`src/rtl/pcie_cmd_packetizer.sv`:
```
// Host-side command packetizer: turns one descriptor plus optional payload into the
// 4-word header + payload stream for the card receiver, then optionally awaits a response.
module pcie_cmd_packetizer #(
  parameter int TIMEOUT_CYCLES = 65535,
  parameter int CNT_W          = 32
) (
  input  logic             pcie_clk,
  input  logic             pcie_rst,
  input  logic             desc_valid,
  output logic             desc_ready,
  input  logic [7:0]       desc_opcode,
  input  logic [23:0]      desc_tag,
  input  logic [31:0]      desc_addr,
  input  logic [CNT_W-1:0] desc_length,
  input  logic [31:0]      desc_param1,
  input  logic [31:0]      pl_data,
  input  logic             pl_valid,
  output logic             pl_ready,
  output logic [31:0]      tx_data,
  output logic             tx_valid,
  input  logic             tx_ready,
  input  logic [31:0]      rsp_data,
  input  logic             rsp_valid,
  output logic [31:0]      rsp_word,
  output logic             busy,
  output logic             cmd_done,
  output logic [1:0]       cmd_status
);

  localparam int TO_W = (TIMEOUT_CYCLES > 1) ? $clog2(TIMEOUT_CYCLES) : 1;

  localparam logic [7:0] OP_LOAD_MODEL = 8'h01;
  localparam logic [7:0] OP_LOAD_INPUT = 8'h02;
  localparam logic [7:0] OP_DMA        = 8'h05;
  localparam logic [7:0] OP_MAX        = 8'h06;

  localparam logic [1:0] ST_OK      = 2'd0;
  localparam logic [1:0] ST_BAD_OP  = 2'd1;
  localparam logic [1:0] ST_TIMEOUT = 2'd2;

  typedef enum logic [2:0] {IDLE, HDR, PAYLOAD, WAIT_RSP, DONE} state_t;

  state_t           state_q;
  logic [7:0]       opcode_q;
  logic [31:0]      addr_q;
  logic [CNT_W-1:0] length_q;
  logic [31:0]      param1_q;
  logic [1:0]       hdrIdx_q;
  logic [CNT_W-1:0] plCnt_q;
  logic [TO_W-1:0]  toCnt_q;
  logic [31:0]      txData_q;
  logic             txValid_q;
  logic [31:0]      rspWord_q;
  logic             cmdDone_q;
  logic [1:0]       cmdStatus_q;

  logic        txFire;
  logic        descFire;
  logic        plFire;
  logic        opValid;
  logic        isLoad;
  logic        lenNonZero;
  logic        plEarly;
  logic        plRun;
  logic [31:0] nextHdr_d;

  assign txFire     = txValid_q && tx_ready;
  assign opValid    = (desc_opcode != 8'h00) && (desc_opcode <= OP_MAX);
  assign isLoad     = (opcode_q == OP_LOAD_MODEL) || (opcode_q == OP_LOAD_INPUT);
  assign lenNonZero = (length_q != '0);

  // The first payload word is pulled while word3 leaves so header and payload run back to back.
  assign plEarly = (state_q == HDR) && (hdrIdx_q == 2'd3) && isLoad && lenNonZero && tx_ready;
  assign plRun   = (state_q == PAYLOAD) && (plCnt_q < length_q) && (!txValid_q || tx_ready);

  assign desc_ready = !pcie_rst && (state_q == IDLE);
  assign pl_ready   = !pcie_rst && (plEarly || plRun);
  assign descFire   = desc_valid && desc_ready;
  assign plFire     = pl_valid && pl_ready;

  always_comb begin
    nextHdr_d = param1_q;
    case (hdrIdx_q)
      2'd0:    nextHdr_d = addr_q;
      2'd1:    nextHdr_d = 32'(length_q);
      default: nextHdr_d = param1_q;
    endcase
  end

  always_ff @(posedge pcie_clk) begin
    if (pcie_rst) begin
      state_q     <= IDLE;
      opcode_q    <= '0;
      addr_q      <= '0;
      length_q    <= '0;
      param1_q    <= '0;
      hdrIdx_q    <= '0;
      plCnt_q     <= '0;
      toCnt_q     <= '0;
      txData_q    <= '0;
      txValid_q   <= 1'b0;
      rspWord_q   <= '0;
      cmdDone_q   <= 1'b0;
      cmdStatus_q <= ST_OK;
    end else begin
      cmdDone_q <= 1'b0;
      case (state_q)
        IDLE: begin
          if (descFire) begin
            opcode_q <= desc_opcode;
            addr_q   <= desc_addr;
            length_q <= desc_length;
            param1_q <= desc_param1;
            hdrIdx_q <= '0;
            plCnt_q  <= '0;
            toCnt_q  <= '0;
            if (opValid) begin
              txData_q  <= {desc_opcode, desc_tag};
              txValid_q <= 1'b1;
              state_q   <= HDR;
            end else begin
              cmdDone_q   <= 1'b1;
              cmdStatus_q <= ST_BAD_OP;
              state_q     <= DONE;
            end
          end
        end

        HDR: begin
          if (txFire) begin
            if (hdrIdx_q != 2'd3) begin
              hdrIdx_q <= hdrIdx_q + 2'd1;
              txData_q <= nextHdr_d;
            end else if (isLoad && lenNonZero) begin
              state_q <= PAYLOAD;
              if (plFire) begin
                txData_q <= pl_data;
                plCnt_q  <= CNT_W'(1);
              end else begin
                txValid_q <= 1'b0;
              end
            end else if (isLoad || (opcode_q == OP_DMA)) begin
              txValid_q   <= 1'b0;
              cmdDone_q   <= 1'b1;
              cmdStatus_q <= ST_OK;
              state_q     <= DONE;
            end else begin
              txValid_q <= 1'b0;
              toCnt_q   <= '0;
              state_q   <= WAIT_RSP;
            end
          end
        end

        PAYLOAD: begin
          if (!txValid_q || tx_ready) begin
            if (plFire) begin
              txData_q  <= pl_data;
              txValid_q <= 1'b1;
              plCnt_q   <= plCnt_q + CNT_W'(1);
            end else begin
              txValid_q <= 1'b0;
              if (plCnt_q == length_q) begin
                cmdDone_q   <= 1'b1;
                cmdStatus_q <= ST_OK;
                state_q     <= DONE;
              end
            end
          end
        end

        // A response arriving on the terminal count still wins over the timeout.
        WAIT_RSP: begin
          if (rsp_valid) begin
            rspWord_q   <= rsp_data;
            cmdDone_q   <= 1'b1;
            cmdStatus_q <= ST_OK;
            state_q     <= DONE;
          end else if (toCnt_q == TO_W'(TIMEOUT_CYCLES - 1)) begin
            cmdDone_q   <= 1'b1;
            cmdStatus_q <= ST_TIMEOUT;
            state_q     <= DONE;
          end else begin
            toCnt_q <= toCnt_q + TO_W'(1);
          end
        end

        DONE: begin
          state_q <= IDLE;
        end

        default: begin
          state_q <= IDLE;
        end
      endcase
    end
  end

  assign tx_data    = txData_q;
  assign tx_valid   = txValid_q;
  assign rsp_word   = rspWord_q;
  assign busy       = (state_q != IDLE);
  assign cmd_done   = cmdDone_q;
  assign cmd_status = cmdStatus_q;

endmodule
```
`config.mk`:
```
export PLATFORM = sky130hd
export DESIGN_NAME = pcie_cmd_packetizer
export DESIGN_NICKNAME = d
export VERILOG_FILES = /design/src/rtl/pcie_cmd_packetizer.sv
export SDC_FILE = /design/constraint.sdc
export NUM_CORES = 1
export LEC_CHECK = 0
export CAP_MARGIN = 30
export CORE_ASPECT_RATIO = 0.5
export CORE_MARGIN = 5
export CORE_UTILIZATION = 54
export DETAILED_ROUTE_END_ITERATION = 7
export PLACE_DENSITY = 0.93
export SLEW_MARGIN = 20
export SYNTH_ARGS = -nofsm -noshare
export SYNTH_HDL_FRONTEND = slang
export SYNTH_SLANG_ARGS = --single-unit
```
`constraint.sdc`:
```
create_clock -name pcie_clk -period 7.2 [get_ports pcie_clk]
set_input_delay 1.44 -clock pcie_clk [delete_from_list [all_inputs] [get_ports pcie_clk]]
set_output_delay 1.44 -clock pcie_clk [all_outputs]
set_load 0.02 [all_outputs]
```
Word level (Yosys, flattened, before mapping). Cells that the tools add are included. W data, S select, Z words.

Word-level logic and storage cells: 160. Flip-flop bits (word level): 225. Bits of input ports: 198. Output and inout port bits: 71.

Mux-type cells: 74. Equality and inequality tests: 31. Add/sub/neg operators: 3. Reductions and logical operators: 37. Order comparisons: 2.

Operators with widths (count): $mux W32 (14); $pmux W32 S3 (2); $mux W16 (7); $pmux W32 S2 (1); $pmux W16 S3 (1); $mux W3 (11); $add A32 B1 Y32 const B (1); $eq A32 B32 Y1 (1); $lt A32 B32 Y1 (1); $reduce_bool A32 Y1 (1); $mux W2 (14); $ne A2 B2 Y1 const B (13); $mux W1 (19); $add A16 B1 Y16 const B (1); $eq A16 B16 Y1 const B (1); $reduce_and A8 Y1 (2); $reduce_and A7 Y1 (2); $logic_and A1 B1 Y1 (13); $pmux W3 S4 (1); $reduce_and A11 Y1 (1); $ne A2 B1 Y1 const B (5); $reduce_bool A3 Y1 (3); $eq A8 B1 Y1 const B (1); $eq A8 B2 Y1 const B (1); other kinds (23) (30).

Depth between registers and ports, before layout.
Word-level depth: 13. Depth in mapped cells: 13. Mapped depth without buffers: 10.

Least setup slack after synthesis. Ideal clock, no wire load.

Path kind: input-to-output. Start point: input pcie_rst. End point: output desc_ready. Data required time: 5760 ps. Stages on the path: 5. Path buffers: 4. Data arrival time: 2711 ps. Setup slack: 3049 ps. Path through: clkbuf_1 > clkbuf_1 > clkbuf_1 > buf_1 > nor2_1.

Longest elaborated chain between the ends: 2.

RTL lines: from (decl) (RTL line 8) `input logic pcie_rst,`; $logic_not A1 Y1 (RTL line 76) `assign desc_ready = !pcie_rst && (state_q == IDLE);`; $logic_and A1 B1 Y1 (RTL line 76); to (decl) (RTL line 10) `output logic desc_ready,`.

Every way passes these cells.

Final worst setup path.
Start point: input tx_ready. End point: output pl_ready.

Longest elaborated chain between the ends: 4. Elaborated cells on any way between the ends: 5. Classes of those cells: reduce/logical: 5.

RTL lines: from (decl) (RTL line 21) `input logic tx_ready,`; $logic_or A1 B1 Y1 (RTL line 74) `assign plRun = (state_q == PAYLOAD) && (plCnt_q < length_q) && (!txValid_q || tx_ready);`; $logic_and A1 B1 Y1 (RTL line 74); $logic_or A1 B1 Y1 * (RTL line 77) `assign pl_ready = !pcie_rst && (plEarly || plRun);`; $logic_and A1 B1 Y1 * (RTL line 77); to (decl) (RTL line 18) `output logic pl_ready,`.

Mark *: on every way between the ends. The rest lies on a longest branch, timed or not.

==> summary.md <==
| Metric | Value |
|---|---|
| Status | `completed` |
| Total congestion overflow | `0` |
| Hold Path Stages | `2` |
| Post-Synthesis Cells | `1458` |
| Die X | `213 um` |
| R2r setup slk | `3.44 ns` |
| Worst Path Max Fanout | `9` |
| Cell Rows | `37` |
| Core area | `20400 um2` |
| Pwr dens | `235 nW/um2` |
| CTS Root Cell | `clkbuf_16` |
| Cell Area, Synth | `11100 um2` |
| Comb pwr share | `21.6%` |
| Asr flop ratio synth | `0%` |
| Vias per std cell | `6.24` |
| Num Clock Sinks | `225` |
| Hold Buf Count CTS | `0` |
| Ports | `269` |
| Final Instance Count excl. Fillers | `1946` |
| WP buf/inv | `2` |
| CP max stage delay | `0.61 ns` |
| Worst Tran Pin Value | `0.895 ns` |
| WHS | `0.454 ns` |
| Register clock-pin slew on the reported worst setup and hold paths | `0.06 ns` |
| Post-Syn Nets | `1694` |
| Crit path from | `tx_ready` |
| WS Path Type | `input port to output port` |
| Resize count post-CTS | `0` |
| Initial antenna violation count | `0` |
| Sum of negative setup slack | `0 ns` |
| Reg power frac | `41.3%` |
| FF+latch count, synth | `225` |
| Initial core utilization | `54.6%` |
| Deepest clock path buffer count | `3` |
| Post-synth EDFFs | `0` |
| Hold path endpoint | `rsp_word[16]` |
| Crit path DAT | `3.93 ns` |
| Fmax | `0.186 GHz` |
| RePlAce Congestion | `0.943` |
| TritonCTS clock tree | `yes` |
| # diodes | `0` |
| Cell repeated most along the worst path | `clkdlybuf4s50_1` |
| Hold Path Class | `flip-flop to flip-flop` |
| Syn Area/Cell | `7.64 um2` |
| Postcts setup bufs | `0` |
| Worst vdd ir | `163 uV` |
| Area of the multi-input gates | `6050 um2` |
| Area Growth Syn to Fin | `32.4%` |
| DRC violation total after the first TritonRoute iteration | `1512` |
| Most frequent cells in the layout | `nand2_1 (353), clkdlybuf4s50_1 (267), dfxtp_1 (225)` |
| Critical Path Sink Type | `output port` |
| Synth Flop Type | `dfxtp_1` |
| Relative slew margins | `40.3%` |
| Post-synth top area share | `40.4%` |
| Buffers on Ports | `268` |
| Fill count | `1442` |
| Die Ht | `112 um` |
| Via Count | `12134` |
| H-tree levels | `1` |
| HP Start | `rsp_word[16]` |
| Reg2reg start | `state_q[1]` |
| Clk_skew | `0.0152 ns` |
| Vias in the first global route | `11607` |
| Max-cap violations | `0` |
| Finished Cell Area | `14700 um2` |
| Register area | `4500 um2` |
| Cts bufs inserted | `21` |
| Avg WL per Cell | `19.8 um` |
| Antenna viol nets, final | `0` |
| Startpoint Class | `input port` |
| Ys Warns | `0` |
| RSZ-0062 raised after global routing | `no` |
| Worst skew pair latency | `0.52 ns` |
| DR pass1 iterations | `8` |
| Sw frac | `29.5%` |
| Min Tclk post-route | `5.37 ns` |
| Leakage | `0.00521 uW` |
| Int Power | `2450 uW` |
| Share of cells above drive strength 1 | `4.36%` |
| Crit path required time | `5.76 ns` |
| # placed instances | `1904` |
| Routed WL | `38.5 mm` |
| Register area share after synthesis | `40.4%` |
| Placed inst area | `13900 um2` |
| Die area | `23800 um2` |
| Sw power | `1020 uW` |
| R2r worst-path depth | `8` |
| RR Endpoint | `plCnt_q[20]` |
| Yosys cell types | `71` |
| Synth area leaders | `dfxtp_1 (40%), nand2_1 (12%), a21oi_1 (6.1%)` |
| Clock share of power | `37.1%` |
| Top delay family on crit path | `buffers and inverters` |
| DRC viols | `0` |
| Final hold vios | `0` |
| First-pass GRT wire length | `59.9 mm` |
| Crit share post-route | `74.6%` |
| Pin count of the biggest net entering global routing | `180` |
| Most common cell after layout, fill and taps aside | `nand2_1` |
| Layout Nets | `1894` |
| GRT Total Usage | `30.4%` |
| Largest area contributor in the netlist | `dfxtp_1` |
| Slowest CP cell | `clkdlybuf4s50_1` |
| CP cell instances | `clkdlybuf4s50_1 > nor2b_1 > a2111oi_1 > a31o_1 > and2_1 > clkdlybuf4s50_1` |
| # setup viols final | `0` |
| Slew Viols, Final | `0` |
| Final Power | `3470 uW` |
| DP HPWL | `27.5 mm` |
[stage by stage]
step	setup WS, ns	util [%]
final	1.83	72.2
after global routing	1.81	72.2
after CTS	1.96	71.9
after detailed placement	1.99	68.0
after global placement	2.10	67.6
after floorplan	3.05	-
[cell usage after synthesis (all sizes together), types with 4 or more instances]
library cell    n
a211oi          4
o21a            4
a22oi          28
or4            13
o211ai         34
or3             9
a22o            5
mux2i           5
o31ai          42
a21o            6
a21oi         137
or2             4
nor2b           9
o21ai         104
nor4           21
clkbuf         89
inv            47
nand4          22
o221ai         27
nor3           29
dfxtp         225
ha             38
nand3          22
o311ai          4
and2            5
and3            8
a311oi         10
nand4b          5
nand2b          8
buf            18
nand2         353
nor2           79
xnor2          12
[worst register-to-register path: cells and delay by family (launching register included)]
family / cells / cell delay, ns
flops: 1 / 0.59
simple gates: 3 / 1.26
buf+inv: 1 / 0.25
compound gates: 4 / 1.50
[logic make-up after synthesis]
group,synth area share [%]
AOI/OAI and AO/OA,24.2
and+or+nand+nor,23.8
xor gates and xnor gates,1.18
adders and majority gates,4.27
muxes,0.551
buffers and inverters,5.55
DFF,40.4
[area by class of cell]
type | instances | area share (%)
Clock buffer | 28 | 3.95
Clock inverter | 10 | 1.41
Inverter | 47 | 1.20
Multi-Input combinational cell | 1079 | 41.0
Sequential cell | 225 | 30.5
Tap cell | 273 | 2.32
Timing Repair Buffer | 284 | 19.6
[power groups by stage]
stage	Clock, uW	Sequential (uW)	Combinational (uW)
2_1_floorplan	0	1450	416
4_1_cts	1290	1430	730
5_1_grt	1350	1440	807
3_5_place_dp	0	1450	721
6_report	1290	1430	750
3_3_place_gp	0	1450	695
[flip-flops by register name (all words and copies together) (netlist names)]
name        cells
length_q       32
tx_valid        1
cmd_done        1
rsp_word       32
plCnt_q        32
addr_q         32
state_q         3
hdrIdx_q        2
cmd_status      2
toCnt_q        16
tx_data        32
opcode_q        8
param1_q       32
[worst max path at each step]
stage	to	slack [ns]	cells past startpoint
4_1_cts	pl_ready	1.96	6
5_1_grt	pl_ready	1.81	6
6_report	pl_ready	1.83	6
3_3_place_gp	pl_ready	2.10	6
3_5_place_dp	pl_ready	1.99	6
2_1_floorplan	desc_ready	3.05	5
[routing by layer]
layer	up-vias	track usage, %	wire length, um
met2	723	51.6	18600
met5	-	0	0
met1	5687	38.7	14600
li1	5575	-	-
met3	149	4.48	3550
met4	0	12.7	1720
No activity file was read; power rests on OpenSTA's default activity.
